$ cat src/rtl/inst_loader.sv
// Instruction image loader: collects a little-endian byte stream into
// words, writes them to instruction memory, and keeps the core in reset
// until a complete image has been loaded.
//
// state | meaning
// ------+-------------------------------------------------------------
// IDLE  | waiting for start after reset; core held in reset
// RECV  | accepting bytes into the assembly register (byte_ready=1)
// WRITE | one-cycle memory write of the assembled word
// DONE  | image complete; core released from reset
// ERROR | image ended mid-word or overflowed memory; core held in reset
module inst_loader #(
    parameter int WIDTH = 32,
    parameter int DEPTH = 64
) (
    input  logic                     clk,
    input  logic                     reset,
    input  logic                     start,
    input  logic [7:0]               byte_in,
    input  logic                     byte_valid,
    input  logic                     byte_last,
    output logic                     byte_ready,
    output logic                     mem_we,
    output logic [WIDTH-1:0]         mem_addr,
    output logic [WIDTH-1:0]         mem_wd,
    output logic                     cpu_reset,
    output logic                     done,
    output logic                     error,
    output logic [$clog2(DEPTH):0]   words_loaded
);

    localparam int AW = $clog2(DEPTH);
    localparam logic [AW-1:0] LAST_IDX = AW'(DEPTH - 1);
    localparam logic [AW:0]   ONE_WORD = {{AW{1'b0}}, 1'b1};

    typedef enum logic [2:0] {
        IDLE  = 3'd0,
        RECV  = 3'd1,
        WRITE = 3'd2,
        DONE  = 3'd3,
        ERROR = 3'd4
    } state_t;

    state_t          r_state;
    state_t          w_next_state;

    logic [1:0]      r_lane;
    logic [AW-1:0]   r_word_idx;
    logic [AW:0]     r_words_loaded;
    logic [31:0]     r_asm;
    logic            r_word_last;

    logic            w_accept;
    logic            w_lane_full;
    logic            w_last_slot;

    assign w_accept    = byte_valid && (r_state == RECV);
    assign w_lane_full = (r_lane == 2'd3);
    assign w_last_slot = (r_word_idx == LAST_IDX);

    // State register; reset returns to IDLE from anywhere, including WRITE.
    always_ff @(posedge clk) begin
        if (reset) begin
            r_state <= IDLE;
        end else begin
            r_state <= w_next_state;
        end
    end

    // Next-state decode.
    always_comb begin
        w_next_state = r_state;
        case (r_state)
            IDLE: begin
                if (start) begin
                    w_next_state = RECV;
                end
            end
            RECV: begin
                if (w_accept) begin
                    if (w_lane_full) begin
                        w_next_state = WRITE;
                    end else if (byte_last) begin
                        // image ended inside a word: the partial word is dropped
                        w_next_state = ERROR;
                    end
                end
            end
            WRITE: begin
                if (r_word_last) begin
                    w_next_state = DONE;
                end else if (w_last_slot) begin
                    w_next_state = ERROR;
                end else begin
                    w_next_state = RECV;
                end
            end
            DONE, ERROR: begin
                if (start) begin
                    w_next_state = RECV;
                end
            end
            default: begin
                w_next_state = IDLE;
            end
        endcase
    end

    // Byte assembly, word index and session word counter.
    always_ff @(posedge clk) begin
        if (reset) begin
            r_lane         <= 2'd0;
            r_word_idx     <= '0;
            r_words_loaded <= '0;
            r_asm          <= 32'd0;
            r_word_last    <= 1'b0;
        end else begin
            case (r_state)
                IDLE, DONE, ERROR: begin
                    if (start) begin
                        r_lane         <= 2'd0;
                        r_word_idx     <= '0;
                        r_words_loaded <= '0;
                        r_word_last    <= 1'b0;
                    end
                end
                RECV: begin
                    if (w_accept) begin
                        r_asm[{r_lane, 3'b000} +: 8] <= byte_in;
                        r_lane                       <= r_lane + 2'd1;
                        if (w_lane_full) begin
                            r_word_last <= byte_last;
                        end
                    end
                end
                WRITE: begin
                    r_words_loaded <= r_words_loaded + ONE_WORD;
                    // index only advances when another word will follow
                    if (!r_word_last && !w_last_slot) begin
                        r_word_idx <= r_word_idx + 1'b1;
                    end
                end
                default: begin
                    r_lane <= 2'd0;
                end
            endcase
        end
    end

    // Outputs decode straight from the state; the core runs only in DONE.
    always_comb begin
        byte_ready = (r_state == RECV);
        mem_we     = (r_state == WRITE);
        cpu_reset  = (r_state != DONE);
        done       = (r_state == DONE);
        error      = (r_state == ERROR);
    end

    assign mem_addr     = WIDTH'({r_word_idx, 2'b00});
    assign mem_wd       = WIDTH'(r_asm);
    assign words_loaded = r_words_loaded;

endmodule

$ cat config.mk
export PLATFORM = sky130hd
export DESIGN_NAME = inst_loader
export DESIGN_NICKNAME = d
export VERILOG_FILES = /design/src/rtl/inst_loader.sv
export SDC_FILE = /design/constraint.sdc
export NUM_CORES = 1
export LEC_CHECK = 0
export ABC_CLOCK_PERIOD_IN_PS = 2600
export BUFFER_PORTS_ARGS = -buffer_cell sky130_fd_sc_hd__buf_2
export CORE_ASPECT_RATIO = 1.5
export CORE_MARGIN = 3
export CORE_UTILIZATION = 50
export DETAILED_ROUTE_END_ITERATION = 10
export PLACE_DENSITY = 0.8
export SYNTH_ARGS = -nofsm -noshare
export SYNTH_HDL_FRONTEND = slang
export SYNTH_SLANG_ARGS = --single-unit
$ cat constraint.sdc
create_clock -name clk -period 2.6 [get_ports clk]
set_clock_uncertainty 0.05 [all_clocks]
set_input_delay 0.52 -clock clk [delete_from_list [all_inputs] [get_ports clk]]
set_output_delay 0.52 -clock clk [all_outputs]
set_load 0.02 [all_outputs]
# == After elaboration in Yosys (flattened, before gate mapping) ==
# Index checks and enable logic that the tools add are counted.
# op_classes
n_addsub,4
eq_ne,12
shifts,2
mux,20
bitwise,1
reduce_logical,14
# op_table
cell,n
32-bit bitwise mux,1
8-bit by 7-bit variable shift with 32-bit output (first input constant),1
8-bit by 7-bit variable part select with 32-bit output,1
3-bit 2-to-1 mux,6
7-bit one-hot mux with 2 select lines,1
6-bit 2-to-1 mux,2
6-bit one-hot mux with 2 select lines,1
3-bit one-hot mux with 3 select lines,1
3-bit AND reduction,3
2-bit by 1-bit inequality test with 1-bit output (second input constant),4
7-bit by 1-bit adder with 7-bit output (second input constant),1
7-bit 2-to-1 mux,1
5-bit negation with 7-bit output,1
6-bit by 1-bit adder with 6-bit output (second input constant),1
3-bit by 2-bit equality test with 1-bit output (second input constant),2
6-bit equality test (second input constant),1
3-bit by 2-bit inequality test with 1-bit output (second input constant),2
2-bit one-hot mux with 3 select lines,1
2-bit 2-to-1 mux,2
2-bit AND reduction,2
4-bit AND reduction,1
2-bit nonzero test,2
3-bit by 1-bit equality test with 1-bit output (second input constant),1
3-bit equality test (second input constant),1
other kinds (9),13
# word_totals
register_bits,51
input_bits,13
out_inout_bits,76
word_cells,59

# == Depth between registers and ports, before layout ==
# Gate-level depths: netlist (run 1).
# depth
depth_word,5
ltp_mapped,7
ltp_nobuf,5

# == Worst setup path after synthesis (run 1) ==
# Ideal clock, no wire load.
# synth_path
kind,reg-to-output
start,register r_state[0]
end,output byte_ready
t_arrival_ps,1254
setup_slack_ps,776
path_stages_with_launch,3
cell_sequence,dfxtp_1 > buf_4 > nor3b_1
# synth_via
elab_chain_len,1
# synth_lines
element,line,rtl
from (decl),44,state_t r_state;
from (signal assigned),66,r_state <= w_next_state;
3-bit by 1-bit equality test with 1-bit output,152,byte_ready = (r_state == RECV);
to (decl),22,"output logic byte_ready,"
# Every way passes these cells.

# == Worst setup path after layout (run 1) ==
# layout_path
start,register r_state[1]
end,output mem_we
# layout_via
elab_chain_len,1
# layout_lines
element,line,rtl
3-bit by 2-bit equality test with 1-bit output,153,mem_we = (r_state == WRITE);
to (decl),23,"output logic mem_we,"
# Every way passes these cells.

==> results of run 1 <==
## cell usage after synthesis (all sizes together), types with 2 or more instances
cell type / instances / area, um2
dfxtp: 51 / 1020
a21oi: 50 / 250
nand2: 40 / 150
buf: 37 / 264
nand3: 36 / 180
o21ai: 11 / 55.1
nor2: 9 / 33.8
ha: 8 / 100
inv: 7 / 26.3
clkbuf: 6 / 23.8
nor3: 6 / 30.0
a31oi: 5 / 31.3
nand3b: 5 / 37.5
nor3b: 5 / 37.5
o211ai: 5 / 42.5
or3: 5 / 31.3
and2: 4 / 25.0
and3: 3 / 18.8
nand4: 2 / 12.5
nand4b: 2 / 17.5
## path summary, 6_finish.rpt
check / from / end / slack (ns) / cells after the start
min: mem_wd[25]$_SDFFE_PP0P_ / mem_wd[25]$_SDFFE_PP0P_ / 0.40 / 2
min reg2reg: mem_wd[25]$_SDFFE_PP0P_ / mem_wd[25]$_SDFFE_PP0P_ / 0.40 / 2
max reg2reg: r_state[1]$_SDFFE_PP0P_ / r_lane[1]$_SDFFE_PP0P_ / 0.73 / 5
max: r_state[1]$_SDFFE_PP0P_ / mem_we / 0.27 / 3
## worst min-delay path, cell delays in order (launching register included)
cell	delay [ns]
dfxtp_1	0.32
nand2_1	0.05
a21oi_1	0.05
## cell type report
class | instances | share of cell area
Clock buffer | 5 | 0.0235
Clock inverter | 3 | 0.0158
Inverter | 7 | 0.00897
Multi-Input combinational cell | 240 | 0.446
Sequential cell | 51 | 0.349
Tap cell | 66 | 0.0282
Timing Repair Buffer | 71 | 0.129
## kinds of logic after synthesis
| kind of cell | synth area share |
|---|---|
| other | 0.00147 |
| AO/OA/AOI/OAI | 0.175 |
| adder cells (fa/ha/maj) | 0.0393 |
| AND/OR/NAND/NOR | 0.260 |
| flip-flops | 0.401 |
| buffers and inverters | 0.123 |
## layout by cell type, fill, tap and decap left out, types with 2 or more instances in the layout
cell type and n:
nor3_1 6, conb_1 26, and2_1 4, buf_4 9, nand2_1 40, a31oi_1 5, ha_1 8, nand3b_1 5
clkbuf_8 5, dfxtp_1 51, nor2_1 9, o21ai_0 11, a21oi_1 50, nand4b_1 2, nor3b_1 5, and3_1 3
inv_1 7, or3_1 5, o211ai_1 4, nand3_1 36, buf_2 62, nand4_1 2
## per-stage QoR
step	cell area, um2	cells
after floorplan	2640	341
after global placement	2810	435
after detailed placement	2810	435
after CTS	2930	443
after global routing	2930	443
final	2930	443
## flip-flops by register name, summed over array words and instances, names as in the netlist
name	count
r_lane	2
r_word_idx	6
r_word_last	1
r_state	3
mem_wd	32
words_loaded	7
## report_power, final
part	total [mW]	switching (mW)	internal, mW	leakage [nW]
sequential	0.809	0.0169	0.793	0.411
clock	0.561	0.271	0.290	0.0548
combinational	0.200	0.141	0.0595	0.799
total	1.57	0.428	1.14	1.27
## metal layers
metal,vias up,track usage
met5,-,0
met4,0,0.0600
met3,7,0.0325
met2,80,0.391
met1,1100,0.203
li1,1182,-
==> metrics.md, run 1 <==
| Metric | Value |
|---|---|
| Rows | `31` |
| Highest Signal Layer | `met4` |
| Unrepaired setup endpoints after global routing | `no` |
| FF/Latch Area | `0.00102 mm2` |
| Status | `finished clean` |
| Htree depth | `2` |
| Antenna diodes | `0` |
| WL final | `5.94 mm` |
| Port Buf Inserts | `62` |
| # hold bufs at CTS | `0` |
| Clk root buf | `clkbuf_8` |
| First-pass GRT wire length | `9.57 mm` |
| WP data required | `2.03 ns` |
| Total number of yosys warnings | `0` |
| Worst setup EP type | `primary output` |
| Seq/Total Area, Yosys | `0.401` |
| CTS tree | `built` |
| Remaining antenna violation count | `0` |
| HP Class | `register to register` |
| DRT iter0 DRCs | `171` |
| Final HPWL DP | `4.37 mm` |
| Share of cells above drive strength 1 | `0.218` |
| EDFF count, synth | `0` |
| Worst Max-Slew Pin Slew | `0.623 ns` |
| Final global-route overflow total | `0` |
| CP max-delay cell | `dfxtp_1` |
| Clk buf depth | `2` |
| Starting Density | `0.521` |
| Worst Path Max Fanout | `16` |
| Tmin final | `2.33 ns` |
| Clock Latency Late Sink | `0.30 ns` |
| Count of final max-slew check failures | `0` |
| Drt wl/cell | `13.4 um` |
| Fin Setup TNS | `0 ns` |
| Maximum vdd drop | `0.000411 V` |
| P&R area growth vs syn | `15.0%` |
| Die width | `64.3 um` |
| Startpoint Class | `register` |
| Max Fclk | `0.429 GHz` |
| Fin util | `0.599` |
| Global-route usage over all layers | `0.196` |
| Avg Synthesized Cell Area | `8.06 um2` |
| Metal3 WL | `319 um` |
| Arrival time at the worst endpoint | `1.76 ns` |
| Fraction of registers with async set or reset after synthesis | `0` |
| DRC | `0` |
| I/O Pins | `89` |
| Setup-failing EPs final | `0` |
| TritonCTS buffer count | `5` |
| CTS resizes | `0` |
| Predominant post-synthesis flop cell | `dfxtp_1` |
| Initial antenna violation count | `0` |
| Final hold vios | `0` |
| Fill count | `480` |
| Routed via count | `2,369` |
| Final Power | `1.57 mW` |
| Pre-CTS WS | `0.615 ns` |
| Synthesized cell area | `0.00255 mm2` |
| P_leak | `1.27 nW` |
| Die area | `0.00601 mm2` |
| Wire length on met2 | `3.21 mm` |
| Final setup margin | `0.267 ns` |
| Library cells used by synthesis | `44` |
| CP delay by family, top | `flip-flops` |
| CP bufs+invs | `2` |
| Fraction of the cycle the final worst path needs | `0.897` |
| Sink Count | `51` |
| Vias in the first global route | `2,144` |
| #FFs+latches synth | `51` |
| Core area | `0.00489 mm2` |
| Slowest stage delay, CP | `0.59 ns` |
| Post-synthesis cell count | `316` |
| Final RePlAce weighted congestion | `0.795` |
| DRT Pass-1 Iters | `4` |
| Die Y | `93.4 um` |
| Relative slew slack | `0.585` |
| Largest net degree at the start of global routing | `35` |
| Max cap viols | `0` |
| Area of the multi-input gates | `0.00131 mm2` |
| Nets | `397` |
| Setup Fix Bufs, Post-CTS | `0` |
| PwrDens | `536 mW/mm2` |
| Clock transition at path regs | `0.10 ns` |
| Worst path cell trace | `or3b_1 -> inv_1 -> buf_2` |
| Setup CP Type | `register to primary output` |
| Met1 Routed Length | `2.32 mm` |
| Vias per std cell | `5.35` |
| Hold Slack | `0.402 ns` |
No activity file was read; power rests on OpenSTA's default activity.
==> run 2: changes to the inputs <==
- ABC_AREA: unset -> 1
- ABC_CLOCK_PERIOD_IN_PS: 2600 -> 2800
- CORE_UTILIZATION: 50 -> 54
- PLACE_DENSITY: 0.8 -> 0.85
- clock period: 2.6 -> 2.8 ns (I/O delays scaled with it)
==> run 2 against run 1 <==
  * Sequential power down 4.7%
  * Final area is 2.3% higher
  * Register-to-register slack gained 0.18 ns
  * Die area fell by 2.3%
  * Hold slack gained 0.0089 ns
  * Clock power down 25%
  * Critical path depth stayed put
  * Critical path type unchanged
  * Largest cell class unchanged
==> metrics.md, run 2 <==
| Metric | Value |
|---|---|
| Most common cell after layout, fill and taps aside | `nand2_1` |
| Main combinational cell family by area after synthesis | `simple AND/OR/NAND/NOR gates` |
| Unrepaired setup endpoints after global routing | `no` |
| Fill count | `447` |
| Port Buf Inserts | `62` |
| Die width | `63.6 um` |
| Clk buf depth | `2` |
| CTS resizes | `0` |
| Sink Count | `51` |
| Slowest stage delay, CP | `0.48 ns` |
| Final HPWL DP | `4.76 mm` |
| Global-route usage over all layers | `0.217` |
| P&R area growth vs syn | `11.7%` |
| Setup-failing EPs final | `0` |
| Max cap viols | `0` |
| Share of cells above drive strength 1 | `0.200` |
| Final global-route overflow total | `0` |
| DRT iter0 DRCs | `170` |
| HP Class | `register to register` |
| Max Fclk | `0.477 GHz` |
| Tmin final | `2.10 ns` |
| DRC | `0` |
| Largest net degree at the start of global routing | `29` |
| Fin Setup TNS | `0 ns` |
| Seq/Total Area, Yosys | `0.380` |
| Die Y | `92.3 um` |
| Die area | `0.00587 mm2` |
| Worst setup EP type | `primary output` |
| Initial antenna violation count | `0` |
| Drt wl/cell | `12.6 um` |
| #FFs+latches synth | `51` |
| Clock Latency Late Sink | `0.30 ns` |
| Vias per std cell | `5.18` |
| Status | `finished clean` |
| Fraction of registers with async set or reset after synthesis | `0` |
| Library cells used by synthesis | `23` |
| I/O Pins | `89` |
| DRT Pass-1 Iters | `4` |
| Htree depth | `2` |
| Setup Fix Bufs, Post-CTS | `0` |
| Simple-Gate Fraction of Synth Area | `0.314` |
| Worst path cell trace | `nand3_2 -> inv_2 -> buf_2` |
| Maximum vdd drop | `0.000369 V` |
| Worst Path Max Fanout | `15` |
| WL final | `6.31 mm` |
| Clock transition at path regs | `0.09 ns` |
| Synth Area in Adders | `0.0373` |
| Startpoint Class | `register` |
| Most frequent cells in the layout | `86 x nand2_1, 62 x buf_2, 51 x dfxtp_1` |
| Setup CP Type | `register to primary output` |
| Final hold vios | `0` |
| Arrival time at the worst endpoint | `1.49 ns` |
| Final std cells w/o fill | `500` |
| Dpl cells | `492` |
| Nets | `456` |
| Post-synth top cells | `86 x nand2_1, 51 x dfxtp_1, 48 x a21oi_1` |
| Fraction of the cycle the final worst path needs | `0.749` |
| Total number of yosys warnings | `0` |
| Predominant post-synthesis flop cell | `dfxtp_1` |
| Synthesized cell area | `0.00268 mm2` |
| Final RePlAce weighted congestion | `0.950` |
| Core area | `0.00465 mm2` |
| Max reg flops | `32` |
| Avg Synthesized Cell Area | `7.08 um2` |
| Count leader, synth | `nand2_1` |
| Clk root buf | `clkbuf_8` |
| WP data required | `2.19 ns` |
| Antenna diodes | `0` |
| CTS tree | `built` |
| Area share of xor/xnor cells in the synthesized design | `0.00326` |
| Count of final max-slew check failures | `0` |
| Largest area contributor in the netlist | `dfxtp_1` |
| Top cells by area, synth | `dfxtp_1 38%, nand2_1 12%, a21oi_1 9.0%, buf_4 7.3%, nand3_1 6.7%` |
| Synth Area in Compound Gates | `0.115` |
| EDFF count, synth | `0` |
| Remaining antenna violation count | `0` |
| First-pass GRT wire length | `10.4 mm` |
| Vias in the first global route | `2,397` |
| Post-synth top area share | `0.380` |
| Post-synthesis cell count | `379` |
| P_leak | `1.37 nW` |
| Starting Density | `0.577` |
| Rows | `30` |
| PwrDens | `512 mW/mm2` |
| CP max-delay cell | `dfxtp_1` |
| TritonCTS buffer count | `5` |
| Mux share of post-synthesis cell area | `0` |
| # hold bufs at CTS | `0` |
| Routed via count | `2,591` |
| Fin util | `0.644` |
-- run 2: cell count changes after synthesis, moves of 6 or more --
cell     before  now
buf_2         7    0
inv_1         7   29
nand4_1       2   16
nor2_1        9   35
nand2_1      40   86
nor3_1        6    0
-- run 2: kinds of logic after synthesis --
family,Yosys count
buffers and inverters,73
flip-flops,51
other,1
AO/OA/AOI/OAI,61
AND/OR/NAND/NOR,184
adder cells (fa/ha/maj),8
XOR/XNOR,1
-- run 2: path summary, 6_finish.rpt --
kind                                         startpoint                      end  slack, ns  cells after the start
worst min-delay path            mem_wd[31]$_SDFFE_PP0P_  mem_wd[31]$_SDFFE_PP0P_       0.41                      2
worst max-delay path            r_state[1]$_SDFFE_PP0P_                   mem_we       0.70                      3
worst min register to register  mem_wd[31]$_SDFFE_PP0P_  mem_wd[31]$_SDFFE_PP0P_       0.41                      2
worst max register to register   r_lane[0]$_SDFFE_PP0P_  mem_wd[30]$_SDFFE_PP0P_       0.91                      7
-- run 2: area by class of cell --
type / instances / area [um2] / area share
multi-input cells: 280 / 1360 / 0.453
flip-flops and latches: 51 / 1020 / 0.341
repair buffers: 63 / 318 / 0.106
inverters: 34 / 133 / 0.0442
well taps: 64 / 80.1 / 0.0267
clock buffers: 5 / 68.8 / 0.0230
clock inverters: 3 / 20.0 / 0.00668
-- run 2: stage by stage --
step	power (mW)	worst slack, ns	area (um2)	hold WS (ns)
finish	1.53	0.702	3000	0.410
global placement	1.12	1.02	2910	0.400
detailed placement	1.13	0.936	2910	0.400
floorplan	1.08	1.29	2780	0.408
CTS	1.54	0.695	3000	0.415
global route	1.62	0.607	3000	0.428
-- run 2: where the power goes --
part	total, mW	switching (mW)	internal, mW
logic	0.343	0.259	0.0836
registers	0.771	0.0253	0.746
clock network	0.419	0.245	0.174
total	1.53	0.530	1.00
-- run 2: metal layers --
layer | up-vias | share of wire | global-route usage
met2 | 95 | 0.52 | 0.384
met4 | 0 | 0.024 | 0.108
met5 | - | 0 | 0
li1 | 1292 | - | -
met3 | 15 | 0.066 | 0.0485
met1 | 1189 | 0.39 | 0.242
-- run 2: worst max-delay path: cells and delay by family, from the launching register on --
| kind | cells | cell delay, ns |
|---|---|---|
| flip-flops | 1 | 0.48 |
| AND/OR/NAND/NOR | 1 | 0.20 |
| buffers and inverters | 2 | 0.49 |
==> run 3: changes to the inputs <==
- ABC_AREA: 1 -> 0
- ABC_CLOCK_PERIOD_IN_PS: 2800 -> 1800
- CORE_UTILIZATION: 54 -> 45
- PLACE_DENSITY: 0.85 -> 0.76
- clock period: 2.8 -> 1.8 ns (I/O delays scaled with it)
==> run 3 against run 2 <==
  * Via count is 7.4% lower
  * Register-to-register slack worse by 0.76 ns
  * Hold slack worse by 0.11 ns
  * Clock power is 66% higher
  * First-iteration DRC count is 19% lower
  * Setup slack worse by 0.62 ns
  * Critical path type unchanged
  * Highest routed layer unchanged
==> metrics.md, run 3 (synthesis gave the netlist of run 1 again) <==
| Metric | Value |
|---|---|
| Max reg flops | `32` |
| Final Cell Area | `0.00300 mm2` |
| CP bufs+invs | `2` |
| Slowest stage delay, CP | `0.40 ns` |
| Global-route usage over all layers | `0.188` |
| Final RePlAce weighted congestion | `0.842` |
| Startpoint Class | `register` |
| Final std cells w/o fill | `450` |
| Count of final max-slew check failures | `0` |
| Port Buf Inserts | `62` |
| Final hold vios | `0` |
| I/O Pins | `89` |
| Pre-CTS WS | `0.0482 ns` |
| Antenna diodes | `0` |
| Remaining antenna violation count | `0` |
| # hold bufs at CTS | `0` |
| DRT iter0 DRCs | `138` |
| Die area | `0.00662 mm2` |
| DRC | `0` |
| Clock Latency Late Sink | `0.30 ns` |
| Placed inst area | `0.00286 mm2` |
| Worst Path Max Fanout | `7` |
| Max cap viols | `0` |
| Setup CP Type | `register to primary output` |
| PwrDens | `724 mW/mm2` |
| Setup-failing EPs final | `0` |
| WL final | `6.17 mm` |
| Maximum vdd drop | `0.000473 V` |
| Tmin final | `1.72 ns` |
| TritonCTS buffer count | `5` |
| Core area | `0.00533 mm2` |
| Met1 global-route usage | `0.236` |
| Worst setup EP type | `primary output` |
| Fin util | `0.563` |
| Die width | `67.4 um` |
| Htree depth | `2` |
| Clock transition at path regs | `0.10 ns` |
| Sink Count | `51` |
| Vias per std cell | `5.33` |
| Fin Setup TNS | `0 ns` |
| Drt wl/cell | `13.7 um` |
| Status | `finished clean` |
| GR Util met2 | `0.319` |
| Most frequent cells in the layout | `61 x buf_2, 50 x a21oi_1, 47 x dfxtp_1` |
| Unrepaired setup endpoints after global routing | `no` |
| Most common cell after layout, fill and taps aside | `buf_2` |
| WP data required | `1.39 ns` |
| Largest net degree at the start of global routing | `45` |
| Worst path cell trace | `or3b_4 -> inv_1 -> buf_4` |
| Final setup margin | `0.0849 ns` |
| Nets | `402` |
| CP delay by family, top | `simple AND/OR/NAND/NOR gates` |
| Met3 Track Usage GR | `0.0322` |
| First-pass GRT wire length | `9.95 mm` |
| HP Class | `input pin to register` |
| Share of cells above drive strength 1 | `0.251` |
| Rows | `32` |
| Initial antenna violation count | `0` |
| CTS tree | `built` |
| Dpl cells | `441` |
| Clk root buf | `clkbuf_8` |
| Routed via count | `2,399` |
| CP max-delay cell | `or3b_4` |
| Top Usage Layer GRT | `met2` |
| Vias in the first global route | `2,115` |
| DRT Pass-1 Iters | `4` |
| Final global-route overflow total | `0` |
| Die Y | `98.2 um` |
| Max Fclk | `0.583 GHz` |
| Clk buf depth | `2` |
| Final HPWL DP | `4.44 mm` |
| Starting Density | `0.478` |
| Fraction of the cycle the final worst path needs | `0.953` |
| P&R area growth vs syn | `17.7%` |
| P_leak | `1.30 nW` |
| Arrival time at the worst endpoint | `1.31 ns` |
run 3: cell count changes in the layout (fill, tap and decap cells not counted), sizes merged, moves of 3 or more:
cell | previous run | this run
and2 | 0 | 4
nor3 | 0 | 6
or3 | 0 | 5
o211ai | 0 | 5
and3 | 0 | 3
nor2 | 38 | 9
nor3b | 0 | 5
buf | 63 | 76
nand3 | 39 | 36
nand4 | 16 | 2
nand2 | 91 | 40
nand3b | 0 | 5
inv | 33 | 7
a31oi | 0 | 5
run 3: repair_timing:
item / 4_1_cts / 5_1_grt
setup endpoints to repair: 1 / 37
resized for setup: 2 / 8
hold endpoints to repair: 0 / 0
buffers inserted: 1 / 0
run 3: through the flow:
step | hold slack [ns] | total power [mW]
2_1_floorplan | 0.448 | 1.44
3_3_place_gp | 0.385 | 1.49
3_5_place_dp | 0.393 | 1.50
4_1_cts | 0.293 | 2.19
5_1_grt | 0.297 | 2.27
6_report | 0.302 | 2.17
run 3: area by class of cell:
class                   instances  area (um2)
clock buffers                   6        82.6
fillers                       537        2330
inverters                       7        26.3
repair buffers                 76         430
flip-flops and latches         51        1030
multi-input cells             240        1330
clock inverters                 2        16.3
well taps                      68        85.1
run 3: worst reg2reg max path, stage by stage (launching register included):
cell and delay, ns:
dfxtp_2 0.35, buf_4 0.16, nor4bb_1 0.26, buf_4 0.20
and2_1 0.28, nand3_1 0.12, a21oi_1 0.16
run 3: worst paths after layout:
check	startpoint	to	slack, ns	cells after the start
max	r_state[1]$_SDFFE_PP0P_	mem_we	0.08	3
min	byte_in[4]	mem_wd[28]$_SDFFE_PP0P_	0.30	3
max reg2reg	r_state[2]$_SDFFE_PP0P_	mem_wd[29]$_SDFFE_PP0P_	0.15	6
min reg2reg	mem_wd[30]$_SDFFE_PP0P_	mem_wd[30]$_SDFFE_PP0P_	0.40	2
run 3: power by group:
part | switching [mW] | total [mW] | internal [mW]
Combinational | 0.212 | 0.312 | 0.100
Sequential | 0.0166 | 1.16 | 1.14
Clock | 0.382 | 0.696 | 0.314
Total | 0.611 | 2.17 | 1.56
run 3: per-layer routing:
metal,part of all wire,wire (um)
met5,0,0
met3,0.054,330
met1,0.40,2500
met2,0.53,3260
met4,0.013,78
